===== config.mk =====
export PLATFORM = sky130hd
export DESIGN_NAME = pwstepper
export DESIGN_NICKNAME = d
export VERILOG_FILES = /design/src/rtl/pwstepper.sv
export SDC_FILE = /design/constraint.sdc
export NUM_CORES = 1
export LEC_CHECK = 0
export BUFFER_PORTS_ARGS = -buffer_cell sky130_fd_sc_hd__buf_2
export CORE_MARGIN = 2
export CORE_UTILIZATION = 35
export CTS_BUF_LIST = sky130_fd_sc_hd__clkbuf_8
export DETAILED_ROUTE_END_ITERATION = 6
export PLACE_DENSITY = 0.6
export SLEW_MARGIN = 20
export SYNTH_ARGS = -nofsm -noshare
export SYNTH_HDL_FRONTEND = slang
export SYNTH_SLANG_ARGS = --single-unit
export TNS_END_PERCENT = 10

===== constraint.sdc =====
create_clock -name clk -period 36.2 [get_ports clk]
set_clock_uncertainty 0.05 [all_clocks]
set_input_delay 1.81 -clock clk [delete_from_list [all_inputs] [get_ports clk]]
set_output_delay 1.81 -clock clk [all_outputs]
set_load 0.05 [all_outputs]

===== src/rtl/pwstepper.sv =====
// ============================================================================
// Module   : pwstepper
// Purpose  : Adds an arbitrary step to a password held as a bijective base-R
//            number over [CHAR_MIN..CHAR_MAX]. Processes one byte per clock
//            and stops as soon as the carry is zero.
// Config   : PWSTEPPER_WRAP_EN selects wrap-to-empty on overflow.
// Revision : 1.0 - initial release
// ============================================================================
`default_nettype none

module pwstepper #(
    parameter int         MAX_LEN  = 20,
    parameter logic [7:0] CHAR_MIN = 8'h20,
    parameter logic [7:0] CHAR_MAX = 8'h7E,
    parameter int         STEP_W   = 8,
    localparam int        LEN_W    = $clog2(MAX_LEN + 2)
) (
    input  logic                   clk,
    input  logic                   rst_n,
    input  logic [8*MAX_LEN-1:0]   in_password,
    input  logic [LEN_W-1:0]       in_length,
    input  logic [STEP_W-1:0]      in_step,
    input  logic                   trigger,
    output logic [8*MAX_LEN-1:0]   out_password,
    output logic [LEN_W-1:0]       out_length,
    output logic                   completed,
    output logic                   overflow
);

    localparam int               RADIX     = int'(CHAR_MAX) - int'(CHAR_MIN) + 1;
    localparam int               CW        = STEP_W + 1;
    localparam int               SW        = CW + 8;
    localparam logic [SW-1:0]    RADIX_V   = SW'(RADIX);
    localparam logic [LEN_W-1:0] MAX_LEN_L = LEN_W'(MAX_LEN);
`ifdef PWSTEPPER_WRAP_EN
    localparam logic [LEN_W-1:0] OVF_LEN   = '0;
`else
    localparam logic [LEN_W-1:0] OVF_LEN   = LEN_W'(MAX_LEN + 1);
`endif

    typedef enum logic [1:0] {
        IDLE = 2'd0,
        RUN  = 2'd1,
        DONE = 2'd2
    } state_t;

    state_t               state_q, state_d;
    logic [8*MAX_LEN-1:0] pw_q, pw_d;
    logic [LEN_W-1:0]     len_q, len_d;
    logic [LEN_W-1:0]     idx_q, idx_d;
    logic [CW-1:0]        carry_q, carry_d;
    logic                 done_q, done_d;
    logic                 ovf_q, ovf_d;
    logic                 trig_q;

    logic                 accept;
    logic [7:0]           cur_byte;
    logic [7:0]           new_byte;
    logic [SW-1:0]        digit;
    logic [SW-1:0]        sum;

    always_comb begin
        state_d  = state_q;
        pw_d     = pw_q;
        len_d    = len_q;
        idx_d    = idx_q;
        carry_d  = carry_q;
        done_d   = done_q;
        ovf_d    = ovf_q;

        accept   = trigger && !trig_q && (state_q != RUN);

        cur_byte = '0;
        for (int i = 0; i < MAX_LEN; i++) begin
            if (idx_q == LEN_W'(i)) cur_byte = pw_q[8*i +: 8];
        end
        // Bytes outside the charset read as digit 0.
        digit = (cur_byte >= CHAR_MIN && cur_byte <= CHAR_MAX) ?
                SW'(cur_byte - CHAR_MIN) : '0;
        // Beyond the current length the bijective extension consumes one unit.
        if (idx_q < len_q) sum = digit + SW'(carry_q);
        else               sum = SW'(carry_q) - SW'(1);
        new_byte = CHAR_MIN + 8'(sum % RADIX_V);

        case (state_q)
            IDLE, DONE: begin
                if (accept) begin
                    pw_d    = in_password;
                    len_d   = in_length;
                    carry_d = {1'b0, in_step};
                    idx_d   = '0;
                    done_d  = 1'b0;
                    ovf_d   = 1'b0;
                    state_d = RUN;
                end
            end
            RUN: begin
                if ((len_q > MAX_LEN_L) || (carry_q != '0 && idx_q == MAX_LEN_L)) begin
                    pw_d    = {MAX_LEN{CHAR_MIN}};
                    len_d   = OVF_LEN;
                    ovf_d   = 1'b1;
                    done_d  = 1'b1;
                    state_d = DONE;
                end else if (carry_q == '0) begin
                    for (int i = 0; i < MAX_LEN; i++) begin
                        if (LEN_W'(i) >= len_q) pw_d[8*i +: 8] = CHAR_MIN;
                    end
                    done_d  = 1'b1;
                    state_d = DONE;
                end else begin
                    for (int i = 0; i < MAX_LEN; i++) begin
                        if (idx_q == LEN_W'(i)) pw_d[8*i +: 8] = new_byte;
                    end
                    carry_d = CW'(sum / RADIX_V);
                    if (idx_q >= len_q) len_d = idx_q + LEN_W'(1);
                    idx_d   = idx_q + LEN_W'(1);
                end
            end
            default: state_d = IDLE;
        endcase
    end

    always_ff @(posedge clk or negedge rst_n) begin
        if (!rst_n) begin
            state_q <= IDLE;
            pw_q    <= '0;
            len_q   <= '0;
            idx_q   <= '0;
            carry_q <= '0;
            done_q  <= 1'b0;
            ovf_q   <= 1'b0;
            trig_q  <= 1'b0;
        end else begin
            state_q <= state_d;
            pw_q    <= pw_d;
            len_q   <= len_d;
            idx_q   <= idx_d;
            carry_q <= carry_d;
            done_q  <= done_d;
            ovf_q   <= ovf_d;
            trig_q  <= trigger;
        end
    end

    assign out_password = pw_q;
    assign out_length   = len_q;
    assign completed    = done_q;
    assign overflow     = ovf_q;

endmodule

`default_nettype wire


==> summary.txt, run 1 <==
CTS
  – CTS max path bufs: 2
  – Clock-pin slew on the worst setup and hold paths: 110 ps
  – CTS H-tree depth: 4
  – CTS tree: yes
  – # clock sinks: 184
  – CTS Buf Count: 17
  – Hold_buf cts: 0
  – Post-CTS Setup Bufs: 0
  – CTS resizes: 0
  – Clock Latency Late Sink: 550 ps
  – Root buf cell: clkbuf_8

Synth
  – Mapped Nets: 2183
  – Post-Synthesis Cells: 1977
  – Post-Syn Area: 15200 sq um
  – Post-synthesis sequential area ratio: 0.303
  – Mean Syn Cell Area: 7.70 sq um
  – Ys async rst share: 1.00
  – Top_reg_cell synth: dfrtp_1
  – FF+latch count, synth: 184
  – Yosys cell types: 117
  – Post-synth EDFFs: 0
  – Synth warnings: 0

Global routing
  – M1 GR Usage: 0.440
  – Initial antenna violation count: 1
  – Pin count of the biggest net entering global routing: 86
  – Met2 usage: 0.484
  – Total track usage: 0.313
  – First-pass GRT wire length: 106000 microns
  – GR Util met3: 0.0638
  – Number of global-route vias before repair: 16700
  – Grt peak-use layer: met2
  – Total congestion overflow: 0

Timing
  – Slew Limit Fails: 0
  – Worst slew margin: 0.259
  – Hold Vio Cnt, Final: 0
  – Least-Margin Pin Slew: 1110 ps
  – Part of the cycle the worst path needs: 0.438
  – Final setup vio count: 0
  – Final Critical Period: 15840 ps
  – Setup_tns: 0 ps
  – RSZ-0062 raised after global routing: false
  – Max Fclk: 63.1 MHz

Setup path
  – Critical-path maximum fanout: 41
  – Worst R2R Path Depth: 49
  – Critical path endpoint category: flop
  – Worst path slowest cell: xnor2_2
  – Worst Path Required: 36510 ps
  – CP peak stage delay: 890 ps
  – R2R setup slack: 20360 ps
  – Crit Path Category: reg2reg
  – CP Data Arrival Time: 16150 ps
  – CP startpoint kind: flop

Final layout
  – Area of the multi-input gates: 9850 sq um
  – Layout area overhead: 16.8%
  – Fillers: 4588
  – Commonest non-fill, non-tap cells in the layout: 341 x buf_2, 226 x nand2_1, 206 x a21oi_1, 184 x dfrtp_1, 148 x nor2_1
  – Register area: 4600 sq um
  – Most common cell after layout, fill and taps aside: buf_2
  – NumNets Final: 2434
  – Layout cells sized above 1: 0.215

Drt
  – DRC violations left: 0
  – Vias post-DR: 17400
  – Post-route ant nets: 0
  – DR WL/cell: 25.2 microns
  – DR vias/cell: 6.17
  – DRT iter0 DRCs: 2135
  – First-pass iteration count of the detailed router: 5
  – Drt total wl: 71300 microns

Floorplan
  – # rows: 76
  – Initial Util: 0.354
  – Core area: 43000 sq um
  – Die Ht: 213 microns
  – Io pins: 343
  – Die area: 45200 sq um
  – Horiz. Die Dim: 213 microns

Outcome
  – Status: completed

Placed design
  – I/O Buffers: 342
  – Gpl congestion: 0.963
  – Post-DP HPWL: 54000 microns

Min path
  – Hold Crit Class: reg2reg
  – Hold Crit Depth: 1

Run
  – Max cap viols: 0
[worst max-delay path, delay by kind of cell (launching register included)]
family                   cells  cell delay (ps)
AO/OA/AOI/OAI               19             6490
XOR/XNOR                     7             2540
adder cells (fa/ha/maj)      5             1290
AND/OR/NAND/NOR             13             3800
buffers and inverters        4              760
flip-flops                   1              470
multiplexers                 1              200
[through the flow]
step	hold slack, ps	worst slack (ps)	cells	util	cell area [sq um]
detailed placement	457	20780	2794	0.404	17400
global placement	444	21060	2794	0.404	17400
finish	481	20360	2827	0.413	17800
CTS	484	20680	2826	0.413	17800
floorplan	414	23670	1977	-	15200
global route	506	19250	2827	0.413	17800
[worst paths after layout]
| check | start | endpoint |
|---|---|---|
| setup / recovery | idx_q[0] | out_password[111] |
| hold / removal | completed | completed |
| setup reg to reg | idx_q[0] | out_password[111] |
| hold reg to reg | completed | completed |
| max in group asynchronous | rst_n | out_password[149] |
| min in group asynchronous | rst_n | out_password[36] |
[sequential cells by signal, summed over array words and instances (netlist names)]
signal	count
carry_q	9
completed	1
idx_q	5
out_length	5
out_password	160
overflow	1
state_q	2
trig_q	1
[Yosys cell counts, drive strengths merged (8+ instances only)]
master | number | area, sq um
nand2 | 227 | 860
a21oi | 207 | 1040
dfrtp | 184 | 4600
o21ai | 175 | 895
nor2 | 150 | 566
clkbuf | 95 | 357
nand3 | 81 | 410
and3 | 68 | 425
a31oi | 60 | 390
buf | 56 | 352
or3 | 50 | 318
nand4 | 43 | 275
nor3 | 38 | 205
a21o | 36 | 270
inv | 35 | 131
o22ai | 34 | 213
xnor2 | 31 | 279
ha | 29 | 363
nor2b | 25 | 156
and2 | 22 | 138
a211oi | 21 | 170
mux2i | 19 | 203
nand2b | 19 | 119
o21a | 15 | 113
nand3b | 13 | 97.6
a221oi | 12 | 123
nor4 | 12 | 96.3
o211ai | 11 | 82.6
o31ai | 11 | 92.6
xor2 | 11 | 96.3
a21boi | 10 | 86.3
or2 | 10 | 62.6
a211o | 8 | 70.1
[layout make-up]
class / instances / share of cell area
tap: 585 / 0.0412
clock buffer: 17 / 0.0132
timing repair buffer: 383 / 0.114
antenna: 1 / 0.000141
multi-input combinational: 1605 / 0.554
clock inverter: 15 / 0.0102
sequential: 184 / 0.259
inverter: 37 / 0.00782
[per-layer routing]
metal / vias up / wire length [microns]
met2: 959 / 31800
met1: 8502 / 30600
met5: - / 0
li1: 7891 / -
met4: 0 / 1840
met3: 93 / 7120
[cell families after synthesis]
logic type / share of synthesized area
buffers and inverters: 0.0557
XOR/XNOR: 0.0247
AO/OA/AOI/OAI: 0.298
flip-flops: 0.303
adder cells (fa/ha/maj): 0.0258
multiplexers: 0.0165
AND/OR/NAND/NOR: 0.277
Power of run 1 is not shown: default switching activity piles up to over one toggle a cycle in this logic, so the estimate is an artifact.
==> run 2, diff against run 1 <==
--- a/config.mk
+++ b/config.mk
@@ -5,6 +5,7 @@
 export SDC_FILE = /design/constraint.sdc
 export NUM_CORES = 1
 export LEC_CHECK = 0
+export ABC_AREA = 1
 export BUFFER_PORTS_ARGS = -buffer_cell sky130_fd_sc_hd__buf_2
 export CORE_MARGIN = 2
 export CORE_UTILIZATION = 35
==> constraint.sdc (replaced) <==
create_clock -name clk -period 16.1 [get_ports clk]
set_clock_uncertainty 0.05 [all_clocks]
set_input_delay 0.805 -clock clk [delete_from_list [all_inputs] [get_ports clk]]
set_output_delay 0.805 -clock clk [all_outputs]
set_load 0.05 [all_outputs]
==> run 2 against run 1 <==
Against the previous run:
- flip-flop and latch count is the same
- hold slack lost 120 ps
- register-to-register slack lost 18000 ps
- clock-buffer cell count grew 2
==> summary.txt, run 2 <==
Placed design
  – Gpl congestion: 0.933 (was 0.963)
  – I/O Buffers: 342 (unchanged)
  – Placed cell count: 2951 (was 2794)
  – Post-DP HPWL: 42100 microns (was 54000 microns)

Synth
  – FF+latch count, synth: 184 (unchanged)
  – Post-synth top cells: 441 x nand2_1, 329 x inv_1, 184 x dfrtp_1, 176 x a21oi_1, 134 x nand3_1 (was 226 x nand2_1, 207 x a21oi_1, 184 x dfrtp_1, 149 x nor2_1, 119 x o21ai_0)
  – Top_reg_cell synth: dfrtp_1 (unchanged)
  – Count leader, synth: nand2_1 (unchanged)
  – Top cell type by total area after synthesis: dfrtp_1 (unchanged)
  – Mean Syn Cell Area: 7.25 sq um (was 7.70 sq um)
  – Synth warnings: 0 (unchanged)
  – Leading post-synthesis cells by cell area: dfrtp_1 30%, nand2_1 11%, inv_1 8.2% (was dfrtp_1 30%, a21oi_1 6.8%, nand2_1 5.6%)
  – Synth top area share: 0.305 (was 0.303)
  – Ys async rst share: 1.00 (unchanged)
  – Post-synth EDFFs: 0 (unchanged)
  – Post-Synthesis Cells: 2084 (was 1977)
  – Post-Syn Area: 15100 sq um (was 15200 sq um)
  – Mapped Nets: 2290 (was 2183)
  – Yosys cell types: 68 (was 117)
  – Post-synthesis sequential area ratio: 0.305 (was 0.303)

Timing
  – Setup_tns: 0 ps (unchanged)
  – Final Critical Period: 13300 ps (was 15840 ps)
  – Worst slew margin: 0.312 (was 0.259)
  – RSZ-0062 raised after global routing: false (unchanged)
  – Fin Hold WS: 358 ps (was 481 ps)
  – Max Fclk: 75.2 MHz (was 63.1 MHz)
  – Slew Limit Fails: 0 (unchanged)
  – Hold Vio Cnt, Final: 0 (unchanged)
  – Final setup vio count: 0 (unchanged)
  – Part of the cycle the worst path needs: 0.826 (was 0.438)
  – Least-Margin Pin Slew: 1030 ps (was 1110 ps)

CTS
  – Hold_buf cts: 0 (unchanged)
  – # clock sinks: 184 (unchanged)
  – CTS H-tree depth: 4 (unchanged)
  – Post-CTS Setup Bufs: 0 (unchanged)
  – Clock-pin slew on the worst setup and hold paths: 100 ps (was 110 ps)
  – CTS Buf Count: 17 (unchanged)
  – CTS max path bufs: 2 (unchanged)
  – CTS resizes: 0 (unchanged)
  – Clock Latency Late Sink: 520 ps (was 550 ps)
  – Root buf cell: clkbuf_8 (unchanged)
  – CTS tree: yes (unchanged)

Final layout
  – NumNets Final: 2592 (was 2434)
  – Layout area overhead: 15.1% (was 16.8%)
  – Fillers: 4521 (was 4588)
  – Max reg flops: 160 (unchanged)
  – Post-route non-filler standard cell count: 2984 (was 2827)
  – Commonest non-fill, non-tap cells in the layout: 441 x nand2_1, 341 x buf_2, 330 x inv_1, 184 x dfrtp_1, 176 x a21oi_1 (was 341 x buf_2, 226 x nand2_1, 206 x a21oi_1, 184 x dfrtp_1, 148 x nor2_1)
  – Number of antenna diodes: 0 (was 1)
  – Layout cells sized above 1: 0.291 (was 0.215)
  – Most common cell after layout, fill and taps aside: nand2_1 (was buf_2)

Floorplan
  – Core area: 42900 sq um (was 43000 sq um)
  – Initial Util: 0.352 (was 0.354)
  – Die Ht: 212 microns (was 213 microns)
  – Io pins: 343 (unchanged)
  – Horiz. Die Dim: 212 microns (was 213 microns)
  – # rows: 76 (unchanged)
  – Die area: 44900 sq um (was 45200 sq um)

Drt
  – DRC violations left: 0 (unchanged)
  – DR WL/cell: 18.3 microns (was 25.2 microns)
  – DR vias/cell: 5.06 (was 6.17)
  – Vias post-DR: 15100 (was 17400)
  – First-pass iteration count of the detailed router: 5 (unchanged)
  – DRT iter0 DRCs: 1409 (was 2135)
  – Post-route ant nets: 0 (unchanged)
  – Drt total wl: 54500 microns (was 71300 microns)

Global routing
  – Total congestion overflow: 0 (unchanged)
  – Pin count of the biggest net entering global routing: 110 (was 86)
  – Initial antenna violation count: 0 (was 1)
  – Total track usage: 0.239 (was 0.313)
  – First-pass GRT wire length: 82500 microns (was 106000 microns)
  – Number of global-route vias before repair: 14500 (was 16700)

Setup path
  – Worst Path Required: 16410 ps (was 36510 ps)
  – Crit Path Category: reg2reg (unchanged)
  – CP peak stage delay: 740 ps (was 890 ps)
  – R2R setup slack: 2800 ps (was 20360 ps)
  – Critical-path maximum fanout: 19 (was 41)
  – CP Data Arrival Time: 13610 ps (was 16150 ps)
  – CP startpoint kind: flop (unchanged)
  – Worst path slowest cell: nand2_1 (was xnor2_2)
  – Critical path's most frequent cell: nand2_1
  – Critical path endpoint category: flop (unchanged)

Outcome
  – Status: completed (unchanged)

Run
  – Max cap viols: 0 (unchanged)

Min path
  – Hold Crit Class: in2async (was reg2reg)
==> run 2: cell count changes after synthesis, sizes merged, moves of 55 or more <==
cell,change
clkbuf,-55
nand2,+300
inv,+312
a21boi,+66
and3,-68
nand3,+95
==> run 2: cell type report <==
cell class / instances / area (sq um) / share of cell area
Clock inverter: 13 / 96.3 / 0.00554
Clock buffer: 19 / 262 / 0.0150
Sequential cell: 184 / 4600 / 0.265
Tap cell: 585 / 732 / 0.0421
Inverter: 364 / 1420 / 0.0814
Timing Repair Buffer: 355 / 1820 / 0.104
Multi-Input combinational cell: 1464 / 8470 / 0.487
==> run 2: metrics by stage <==
stage | instance area [sq um] | utilization | worst slack [ps]
6_report | 17400 | 0.406 | 2800
5_1_grt | 17400 | 0.406 | 1350
4_1_cts | 17400 | 0.405 | 2790
3_5_place_dp | 17000 | 0.397 | 2840
3_3_place_gp | 17000 | 0.397 | 2980
2_1_floorplan | 15100 | - | 5110
==> run 2: cells by family (layout without fill, tap and decap cells) <==
| family | count (synthesis) | after routing | share of synthesized area |
|---|---|---|---|
| AOI/OAI and AO/OA | 485 | 485 | 0.201 |
| xor gates and xnor gates | 20 | 20 | 0.0133 |
| adders and majority gates | 30 | 30 | 0.0253 |
| buffers and inverters | 436 | 751 | 0.136 |
| DFF | 184 | 184 | 0.305 |
| and+or+nand+nor | 929 | 929 | 0.320 |
==> run 2: worst max-delay path, delay by kind of cell (launching register included) <==
kind	cells	cell delay [ps]
simple gates	67	8320
fa+ha+maj	7	1660
flops	1	440
compound gates	9	1770
xor+xnor	1	150
buf+inv	9	690
==> run 2: layer usage <==
metal	global-route usage	vias up	wire (microns)
li1	-	7293	-
met1	0.311	7252	23500
met2	0.412	468	26400
met3	0.0329	75	3210
met4	0.0712	0	1350
met5	0	-	0
==> run 2: final timing paths <==
kind,from,to,depth (start not counted)
max,idx_q[1],out_password[62],93
max in group asynchronous,rst_n,out_password[13],2
min in group clk,trigger,trig_q,1
min,rst_n,out_password[96],1
max reg2reg,idx_q[1],out_password[62],93
min reg2reg,completed,completed,2
Power of run 2 is left out for the same reason.
==> run 3, diff against run 2 <==
--- a/config.mk
+++ b/config.mk
@@ -11,7 +11,7 @@
 export CORE_UTILIZATION = 35
 export CTS_BUF_LIST = sky130_fd_sc_hd__clkbuf_8
 export DETAILED_ROUTE_END_ITERATION = 6
-export PLACE_DENSITY = 0.6
+export PLACE_DENSITY = 0.62
 export SLEW_MARGIN = 20
 export SYNTH_ARGS = -nofsm -noshare
 export SYNTH_HDL_FRONTEND = slang
==> constraint.sdc (replaced) <==
create_clock -name clk -period 12 [get_ports clk]
set_clock_uncertainty 0.05 [all_clocks]
set_input_delay 0.6 -clock clk [delete_from_list [all_inputs] [get_ports clk]]
set_output_delay 0.6 -clock clk [all_outputs]
set_load 0.05 [all_outputs]
==> run 3 against run 2 <==
Against the previous run:
- fmax grew 18%
- die area is the same
- first-iteration DRC count shrank 7.2%
- non-clock buffer count grew 83
- via count grew 3.4%
- highest routed layer unchanged
==> summary.txt, run 3 (synthesized netlist as in run 2, its figures left out) <==
Final layout
  – Max reg flops: 160 (unchanged)
  – NumNets Final: 2677 (was 2592)
  – Commonest non-fill, non-tap cells in the layout: 424 x nand2_1, 341 x buf_2, 326 x inv_1, 180 x dfrtp_1, 170 x a21oi_1 (was 441 x nand2_1, 341 x buf_2, 330 x inv_1, 184 x dfrtp_1, 176 x a21oi_1)
  – Final instance area: 18700 sq um (was 17400 sq um)
  – Layout cells sized above 1: 0.347 (was 0.291)
  – Fillers: 4408 (was 4521)
  – Most common cell after layout, fill and taps aside: nand2_1 (unchanged)
  – Layout area overhead: 23.5% (was 15.1%)
  – Final Core Density: 0.435 (was 0.406)

Setup path
  – CP startpoint kind: flop (unchanged)
  – Critical-path maximum fanout: 7 (was 19)
  – CP Data Arrival Time: 11680 ps (was 13610 ps)
  – Critical path endpoint category: flop (unchanged)
  – CP peak stage delay: 480 ps (was 740 ps)
  – Number of buffer and inverter instances along the worst setup path: 15 (was 9)
  – Top delay family on crit path: simple AND/OR/NAND/NOR gates (unchanged)
  – Worst Path Required: 12400 ps (was 16410 ps)
  – Worst path slowest cell: dfrtp_2 (was nand2_1)
  – Critical path's most frequent cell: nand2_1 (unchanged)
  – Crit Path Category: reg2reg (unchanged)

Floorplan
  – Horiz. Die Dim: 212 microns (unchanged)
  – Die area: 44900 sq um (unchanged)
  – Initial Util: 0.352 (unchanged)
  – Core area: 42900 sq um (unchanged)
  – Io pins: 343 (unchanged)
  – Die Ht: 212 microns (unchanged)
  – # rows: 76 (unchanged)

Drt
  – Post-route ant nets: 0 (unchanged)
  – Drt total wl: 56300 microns (was 54500 microns)
  – First-pass iteration count of the detailed router: 6 (was 5)
  – DRT iter0 DRCs: 1307 (was 1409)
  – Vias post-DR: 15600 (was 15100)
  – DRC violations left: 0 (unchanged)
  – DR WL/cell: 18.3 microns (about the same)
  – DR vias/cell: 5.08 (was 5.06)

Min path
  – Hold Crit Class: in2async (unchanged)

Global routing
  – Initial antenna violation count: 1 (was 0)
  – Pin count of the biggest net entering global routing: 95 (was 110)
  – Total congestion overflow: 0 (unchanged)
  – Number of global-route vias before repair: 14600 (was 14500)
  – First-pass GRT wire length: 82900 microns (was 82500 microns)
  – Total track usage: 0.239 (about the same)

CTS
  – Clock-pin slew on the worst setup and hold paths: 110 ps (was 100 ps)
  – CTS H-tree depth: 4 (unchanged)
  – # clock sinks: 184 (unchanged)
  – Hold_buf cts: 0 (unchanged)
  – CTS max path bufs: 2 (unchanged)
  – CTS Buf Count: 17 (unchanged)
  – Clock Latency Late Sink: 520 ps (about the same)
  – CTS tree: yes (unchanged)
  – Root buf cell: clkbuf_8 (unchanged)

Placed design
  – Post-DP HPWL: 42600 microns (was 42100 microns)
  – I/O Buffers: 342 (unchanged)
  – Gpl congestion: 0.956 (was 0.933)
  – Minimum setup slack after placement: -418 ps (was 2840 ps)
  – Post-DP Area: 17300 sq um (was 17000 sq um)

Timing
  – Part of the cycle the worst path needs: 0.940 (was 0.826)
  – Final worst slack: 722 ps (was 2800 ps)
  – Final Critical Period: 11280 ps (was 13300 ps)
  – Hold Vio Cnt, Final: 0 (unchanged)
  – Setup_tns: 0 ps (unchanged)
  – Worst slew margin: 0.344 (was 0.312)
  – Slew Limit Fails: 0 (unchanged)
  – Least-Margin Pin Slew: 978 ps (was 1030 ps)
  – Max Fclk: 88.7 MHz (was 75.2 MHz)
  – Final setup vio count: 0 (unchanged)

Run
  – Max cap viols: 0 (unchanged)

Outcome
  – Status: completed (unchanged)
## run 3: changes by cell type in the layout (fill, tap and decap cells not counted), moves of 9 or more
cell	change
nand3_1	-13
ha_1	-10
nand2_1	-17
nor2_1	-9
buf_4	+76
nand2_4	+11
## run 3: final timing paths
path	from	endpoint	slack (ps)	depth (start not counted)
min reg2reg	completed	completed	440	2
max in group asynchronous	rst_n	idx_q[2]	9720	3
max reg2reg	idx_q[0]	out_password[103]	720	99
max	idx_q[0]	out_password[103]	720	99
min in group clk	trigger	trig_q	160	1
min	rst_n	out_password[88]	7	1
## run 3: metal layers
| layer | routed length [microns] | vias up | track usage |
|---|---|---|---|
| li1 | - | 7498 | - |
| met1 | 23900 | 7502 | 0.307 |
| met2 | 27500 | 517 | 0.409 |
| met3 | 3310 | 87 | 0.0338 |
| met4 | 1570 | 0 | 0.0833 |
| met5 | 0 | - | 0 |
## run 3: layout make-up
| type | instances | area, sq um | share of cell area |
|---|---|---|---|
| antenna | 1 | 2.50 | 0.000134 |
| sequential | 184 | 4610 | 0.247 |
| tap | 585 | 732 | 0.0392 |
| timing repair buffer | 438 | 2500 | 0.134 |
| clock buffer | 17 | 234 | 0.0125 |
| multi-input combinational | 1466 | 9030 | 0.484 |
| clock inverter | 15 | 128 | 0.00684 |
| inverter | 364 | 1430 | 0.0765 |
## run 3: repair_timing
| action | 4_1_cts | 5_1_grt |
|---|---|---|
| buffers inserted | 2 | 47 |
| cloned | 0 | 4 |
| pin swaps | 2 | 64 |
| resized for setup | 10 | 135 |
| setup endpoints to repair | 145 | 161 |
| hold endpoints to repair | 0 | 0 |
## run 3: through the flow
step           hold slack, ps  std cells
4_1_cts                  6.36       3018
5_1_grt                  28.6       3070
6_report                 6.98       3070
3_3_place_gp              423       2984
2_1_floorplan             254       2084
3_5_place_dp              420       2984
Power of run 3 is left out for the same reason.
